===== src/rtl/usb_tx_sched_if.sv =====
// rtl/usb_tx_sched_if.sv - requester, encoder and status signals of the USB transmit scheduler
interface usb_tx_sched_if;
    logic        hs_req;
    logic        hs_ack;
    logic        hs_done;
    logic        tok_req;
    logic        tok_in;
    logic [6:0]  tok_addr;
    logic [3:0]  tok_endp;
    logic        tok_done;
    logic        dat_req;
    logic [63:0] dat_payload;
    logic        dat_done;
    logic [98:0] pkt;
    logic        pkt_avail;
    logic        pkt_sent;
    logic        busy;
    logic        timeout_err;

    modport master (
        input  hs_req, hs_ack, tok_req, tok_in, tok_addr, tok_endp,
        input  dat_req, dat_payload, pkt_sent,
        output hs_done, tok_done, dat_done, pkt, pkt_avail, busy, timeout_err
    );

    modport slave (
        output hs_req, hs_ack, tok_req, tok_in, tok_addr, tok_endp,
        output dat_req, dat_payload, pkt_sent,
        input  hs_done, tok_done, dat_done, pkt, pkt_avail, busy, timeout_err
    );
endinterface


===== src/rtl/usb_tx_sched.sv =====
// rtl/usb_tx_sched.sv - fixed-priority transmit scheduler feeding the USB bit-stream encoder
`ifndef ACKPID
`define ACKPID  8'hD2
`endif
`ifndef NAKPID
`define NAKPID  8'h5A
`endif
`ifndef INPID
`define INPID   8'h69
`endif
`ifndef OUTPID
`define OUTPID  8'hE1
`endif
`ifndef DATAPID
`define DATAPID 8'hC3
`endif

module usb_tx_sched #(
    parameter int GAP_CYCLES = 2,
    parameter int TIMEOUT    = 255
) (
    input  logic           clk,
    input  logic           rst_b,
    usb_tx_sched_if.master bus
);
    typedef enum logic [1:0] {S_IDLE, S_SEND, S_GAP} state_t;
    typedef enum logic [1:0] {W_NONE, W_HS, W_TOK, W_DAT} who_t;

    localparam logic [7:0] SYNC     = 8'h01;
    localparam logic [7:0] TO_LAST  = 8'(TIMEOUT - 1);
    localparam logic [3:0] GAP_LAST = 4'(GAP_CYCLES - 1);

    state_t      state, state_nxt;
    who_t        who, who_nxt;
    logic [7:0]  send_cnt, send_cnt_nxt;
    logic [3:0]  gap_cnt, gap_cnt_nxt;
    logic [98:0] pkt_q, pkt_nxt;
    logic        avail_q, avail_nxt;
    logic        busy_q, busy_nxt;
    logic        hs_done_q, hs_done_nxt;
    logic        tok_done_q, tok_done_nxt;
    logic        dat_done_q, dat_done_nxt;
    logic        terr_q, terr_nxt;
    logic        timed_out;

    assign timed_out = (send_cnt == TO_LAST);

    always_ff @(posedge clk) begin
        if (rst_b) begin
            state      <= S_IDLE;
            who        <= W_NONE;
            send_cnt   <= '0;
            gap_cnt    <= '0;
            pkt_q      <= '0;
            avail_q    <= 1'b0;
            busy_q     <= 1'b0;
            hs_done_q  <= 1'b0;
            tok_done_q <= 1'b0;
            dat_done_q <= 1'b0;
            terr_q     <= 1'b0;
        end else begin
            state      <= state_nxt;
            who        <= who_nxt;
            send_cnt   <= send_cnt_nxt;
            gap_cnt    <= gap_cnt_nxt;
            pkt_q      <= pkt_nxt;
            avail_q    <= avail_nxt;
            busy_q     <= busy_nxt;
            hs_done_q  <= hs_done_nxt;
            tok_done_q <= tok_done_nxt;
            dat_done_q <= dat_done_nxt;
            terr_q     <= terr_nxt;
        end
    end

    // Arbitration happens only in IDLE, so a grant is never preempted.
    always_comb begin
        state_nxt = state;
        who_nxt   = who;
        unique case (state)
            S_IDLE: begin
                if (bus.hs_req) begin
                    who_nxt   = W_HS;
                    state_nxt = S_SEND;
                end else if (bus.tok_req) begin
                    who_nxt   = W_TOK;
                    state_nxt = S_SEND;
                end else if (bus.dat_req) begin
                    who_nxt   = W_DAT;
                    state_nxt = S_SEND;
                end
            end
            S_SEND: if (bus.pkt_sent || timed_out) state_nxt = S_GAP;
            S_GAP:  if (gap_cnt == GAP_LAST) state_nxt = S_IDLE;
            default: state_nxt = S_IDLE;
        endcase
    end

    always_comb begin
        pkt_nxt      = pkt_q;
        send_cnt_nxt = '0;
        gap_cnt_nxt  = '0;
        hs_done_nxt  = 1'b0;
        tok_done_nxt = 1'b0;
        dat_done_nxt = 1'b0;
        terr_nxt     = 1'b0;
        unique case (state)
            S_IDLE: begin
                if (state_nxt == S_SEND) begin
                    unique case (who_nxt)
                        W_HS:    pkt_nxt = {SYNC, (bus.hs_ack ? `ACKPID : `NAKPID), 83'd0};
                        W_TOK:   pkt_nxt = {SYNC, (bus.tok_in ? `INPID : `OUTPID),
                                            bus.tok_addr, bus.tok_endp, 72'd0};
                        W_DAT:   pkt_nxt = {SYNC, `DATAPID, bus.dat_payload, 19'd0};
                        default: pkt_nxt = pkt_q;
                    endcase
                end
            end
            S_SEND: begin
                send_cnt_nxt = send_cnt + 8'd1;
                if (state_nxt == S_GAP) begin
                    hs_done_nxt  = (who == W_HS);
                    tok_done_nxt = (who == W_TOK);
                    dat_done_nxt = (who == W_DAT);
                    // A completion arriving on the timeout cycle still counts as success.
                    terr_nxt     = !bus.pkt_sent;
                end
            end
            S_GAP: gap_cnt_nxt = gap_cnt + 4'd1;
            default: ;
        endcase
        avail_nxt = (state_nxt == S_SEND);
        busy_nxt  = (state_nxt != S_IDLE);
    end

    assign bus.pkt         = pkt_q;
    assign bus.pkt_avail   = avail_q;
    assign bus.busy        = busy_q;
    assign bus.hs_done     = hs_done_q;
    assign bus.tok_done    = tok_done_q;
    assign bus.dat_done    = dat_done_q;
    assign bus.timeout_err = terr_q;
endmodule


===== src/flat_wrapper.sv =====
// flat-port wrapper written by rule: the top's interface ports become plain ports
module usb_tx_sched_flat 
#(
    parameter int GAP_CYCLES = 2,
    parameter int TIMEOUT    = 255
)
  (clk, rst_b, bus_hs_req, bus_hs_ack, bus_tok_req, bus_tok_in, bus_tok_addr, bus_tok_endp, bus_dat_req, bus_dat_payload, bus_pkt_sent, bus_hs_done, bus_tok_done, bus_dat_done, bus_pkt, bus_pkt_avail, bus_busy, bus_timeout_err);
  usb_tx_sched_if bus_i ();
  input  logic clk;
  input  logic rst_b;
  input wire logic [$bits(bus_i.hs_req)-1:0] bus_hs_req;
  input wire logic [$bits(bus_i.hs_ack)-1:0] bus_hs_ack;
  input wire logic [$bits(bus_i.tok_req)-1:0] bus_tok_req;
  input wire logic [$bits(bus_i.tok_in)-1:0] bus_tok_in;
  input wire logic [$bits(bus_i.tok_addr)-1:0] bus_tok_addr;
  input wire logic [$bits(bus_i.tok_endp)-1:0] bus_tok_endp;
  input wire logic [$bits(bus_i.dat_req)-1:0] bus_dat_req;
  input wire logic [$bits(bus_i.dat_payload)-1:0] bus_dat_payload;
  input wire logic [$bits(bus_i.pkt_sent)-1:0] bus_pkt_sent;
  output wire logic [$bits(bus_i.hs_done)-1:0] bus_hs_done;
  output wire logic [$bits(bus_i.tok_done)-1:0] bus_tok_done;
  output wire logic [$bits(bus_i.dat_done)-1:0] bus_dat_done;
  output wire logic [$bits(bus_i.pkt)-1:0] bus_pkt;
  output wire logic [$bits(bus_i.pkt_avail)-1:0] bus_pkt_avail;
  output wire logic [$bits(bus_i.busy)-1:0] bus_busy;
  output wire logic [$bits(bus_i.timeout_err)-1:0] bus_timeout_err;
  assign bus_i.hs_req = bus_hs_req;
  assign bus_i.hs_ack = bus_hs_ack;
  assign bus_i.tok_req = bus_tok_req;
  assign bus_i.tok_in = bus_tok_in;
  assign bus_i.tok_addr = bus_tok_addr;
  assign bus_i.tok_endp = bus_tok_endp;
  assign bus_i.dat_req = bus_dat_req;
  assign bus_i.dat_payload = bus_dat_payload;
  assign bus_i.pkt_sent = bus_pkt_sent;
  assign bus_hs_done = bus_i.hs_done;
  assign bus_tok_done = bus_i.tok_done;
  assign bus_dat_done = bus_i.dat_done;
  assign bus_pkt = bus_i.pkt;
  assign bus_pkt_avail = bus_i.pkt_avail;
  assign bus_busy = bus_i.busy;
  assign bus_timeout_err = bus_i.timeout_err;
  usb_tx_sched #(.GAP_CYCLES(GAP_CYCLES), .TIMEOUT(TIMEOUT)) u_core (.clk(clk), .rst_b(rst_b), .bus(bus_i));
endmodule

===== config.mk =====
export PLATFORM = sky130hd
export DESIGN_NAME = usb_tx_sched_flat
export DESIGN_NICKNAME = d
export VERILOG_FILES = /design/src/rtl/usb_tx_sched_if.sv /design/src/rtl/usb_tx_sched.sv /design/src/flat_wrapper.sv
export SDC_FILE = /design/constraint.sdc
export NUM_CORES = 1
export LEC_CHECK = 0
export ABC_CLOCK_PERIOD_IN_PS = 1600
export CAP_MARGIN = 30
export CORE_MARGIN = 4
export CORE_UTILIZATION = 26
export CTS_BUF_LIST = sky130_fd_sc_hd__clkbuf_2 sky130_fd_sc_hd__clkbuf_4 sky130_fd_sc_hd__clkbuf_8
export DETAILED_ROUTE_END_ITERATION = 6
export HOLD_SLACK_MARGIN = 0.06
export PLACE_DENSITY_LB_ADDON = 0.1
export SLEW_MARGIN = 40
export SYNTH_ARGS = -nofsm -noshare
export SYNTH_HDL_FRONTEND = slang
export SYNTH_SLANG_ARGS = --single-unit

===== constraint.sdc =====
create_clock -name clk -period 1.6 [get_ports clk]
set_input_delay 0.16 -clock clk [delete_from_list [all_inputs] [get_ports clk]]
set_output_delay 0.16 -clock clk [all_outputs]
set_load 0.02 [all_outputs]

==> summary.txt <==
Crit. Startpoint: u_core.bus.pkt[76]
Synth unique cells: 41
Iter 0 DRT Violations: 120
R2R Path Start: u_core.state[1]
WP data arrival: 1.37 ns
RSZ-0062 raised after global routing: false
Num CTS Buffers: 9
Clk Latency, worst-skew pair: 0.37 ns
Crit Reg-Reg Endpoint: u_core.bus.pkt[77]
Mapped Cells: 352
Cell count along the critical path: 1
Pre-CTS setup slack: -0.341 ns
# H-tree levels: 3
Layout overhead on the synthesized area: 54.3%
Tot GR Track Use: 12.9%
Vias in the first global route: 3075
# IOs: 188
Critical path buffers and inverters: 1
Tmin final: 1.53 ns
CP Capture Type: output pin
CP startpoint kind: flip-flop
R2R Setup Slk: 0.08 ns
Vias per cell: 4.43
Wire per inst: 15.3 um
Starting Density: 27.1%
Residual DRC count: 0
Mapped Area: 3640 um^2
CP Max Fanout: 2
Endpoints failing setup: 0
Final WS setup: 0.0724 ns
Hold WS: 0.369 ns
Top_reg_cell synth: dfxtp_1
Routed vias: 3109
Leak pwr: 2.18 nW
Seq/Total Area, Yosys: 51.2%
# diodes: 0
WL final: 10700 um
Synth cell count leaders: dfxtp_1, a22o_1, buf_4
Final Util: 41.8%
CTS tree: built
CP top delay family: buffers and inverters
Area fraction of the dominant cell type after synthesis: 51.2%
Slowest CP cell: clkdlybuf4s50_1
FF-to-FF path depth: 4
1st-pass router iterations: 4
Status: complete, no violations
Root buf cell: clkbuf_8
Top cells by area, synth: dfxtp_1, a22o_1, buf_4
Die Y: 126 um
Die ar.: 16000 um^2
Mapped Avg Cell Area: 10.3 um^2
Max-cap violation count: 0
Total gr overflow: 0
Peak supply drop: 0.327 mV
YS warnings: 0
Largest net degree at the start of global routing: 54
Achievable clock frequency: 0.655 GHz
Hold Fails Final Rpt: 0
CTS max path bufs: 2
Yosys top cell by area: dfxtp_1
Clock sinks: 93
Post-synth EDFFs: 0
Initial antenna violation count: 0
Clk_skew: 0.0125 ns
Core Region: 13500 um^2
Critical Path Max Stage Delay: 0.63 ns
HP Class: in2reg
Design Power: 5.32 mW
Die Wd: 126 um
PwrDens: 948 nW/um^2
Crit share post-route: 95.5%
Worst-path clk slew: 0.09 ns
First-pass GRT wire length: 16400 um
Synth async-reset ratio: 0%
ANT nets after route: 0
Layout cells sized above 1: 9.32%
Most common cell in the netlist: dfxtp_1
CP endpoint: bus_pkt[76]
Detailed placement HPWL: 7990 um
Placer Congestion: 0.787
CP Data Required Time: 1.44 ns
NumNets Final: 608
Setup CP Type: reg2out
IO buf count: 160
Yosys reg bits: 93
CTS hold repair buffers: 0
Rows: 42
Final max-slew violation count: 0
CP cell instances: clkdlybuf4s50_1
metrics by stage:
stage | setup TNS (ns) | cells | area [um^2]
floorplan | 0 | 378 | 3740
global placement | -10.25 | 685 | 5400
detailed placement | -9.26 | 685 | 5400
CTS | 0 | 701 | 5600
global route | 0 | 702 | 5620
finish | 0 | 702 | 5620
cell type report:
cell class / count / area, um^2
sequential: 93 / 1860
tap: 176 / 220
clock buffer: 9 / 124
multi-input combinational: 230 / 1510
timing repair buffer: 184 / 1810
clock inverter: 7 / 75.1
fill: 1312 / 7840
inverter: 3 / 11.3
sequential cells by signal, summed over array words and instances (netlist names):
signal                  cells
u_core.bus.busy             1
u_core.who                  2
u_core.state                2
u_core.bus.dat_done         1
u_core.gap_cnt              4
u_core.bus.pkt_avail        1
u_core.bus.timeout_err      1
u_core.bus.pkt             71
u_core.bus.tok_done         1
u_core.bus.hs_done          1
u_core.send_cnt             8
how the worst min path moves through the flow:
stage	startpoint	endpoint	slack, ns	cells past startpoint
6_report	bus_pkt_sent	u_core.bus.timeout_err	0.37	2
5_1_grt	bus_dat_payload[27]	u_core.bus.pkt[46]	0.36	2
4_1_cts	bus_pkt_sent	u_core.bus.timeout_err	0.34	2
3_5_place_dp	u_core.bus.pkt[49]	u_core.bus.pkt[49]	0.46	1
3_3_place_gp	u_core.gap_cnt[0]	u_core.gap_cnt[0]	0.45	1
2_1_floorplan	bus_pkt_sent	u_core.bus.timeout_err	0.23	1
power breakdown:
| group | switching [mW] | internal (mW) |
|---|---|---|
| Combinational | 0.618 | 0.602 |
| Sequential | 0.0752 | 2.43 |
| Clock | 0.869 | 0.727 |
routing by layer:
metal	vias to the layer above	track usage [%]	wire length (um)
met3	16	3.53	690
met2	124	21.5	5090
met1	1424	15.7	4710
met5	-	0	0
li1	1545	-	-
met4	0	5.87	236
cells in the final DEF, fill, tap and decap left out, drive strengths merged, types with 2 or more instances in the layout:
master and n:
a21o 2, o211ai 11, o22ai 2, nand2 26, buf 24, nor2 23, conb 27, inv 4
nand3 4, o21ai 15, xnor2 2, clkbuf 9, a21oi 7, clkinvlp 3, ha 4, nor3 4
clkdlybuf4s50 158, dlymetal6s2s 2, nor2b 11, or2 3, nor3b 3, a22o 64, xor2 6, clkinv 2
dfxtp 93
cell families (layout without fill, tap and decap cells):
kind of cell / after synthesis / after routing / share of synthesized area [%]
buf+inv: 55 / 203 / 10.3
simple gates: 84 / 84 / 12.2
other cells: 1 / 27 / 0.103
compound gates: 107 / 107 / 22.9
flops: 93 / 93 / 51.2
xor+xnor: 8 / 8 / 1.93
fa+ha+maj: 4 / 4 / 1.38
timing repair:
item | 4_1_cts | 5_1_grt
setup buffers | 0 | 1
gates resized for setup | 0 | 5
endpoints found under the setup margin | 0 | 13
Power figures use the tool's default switching activity.
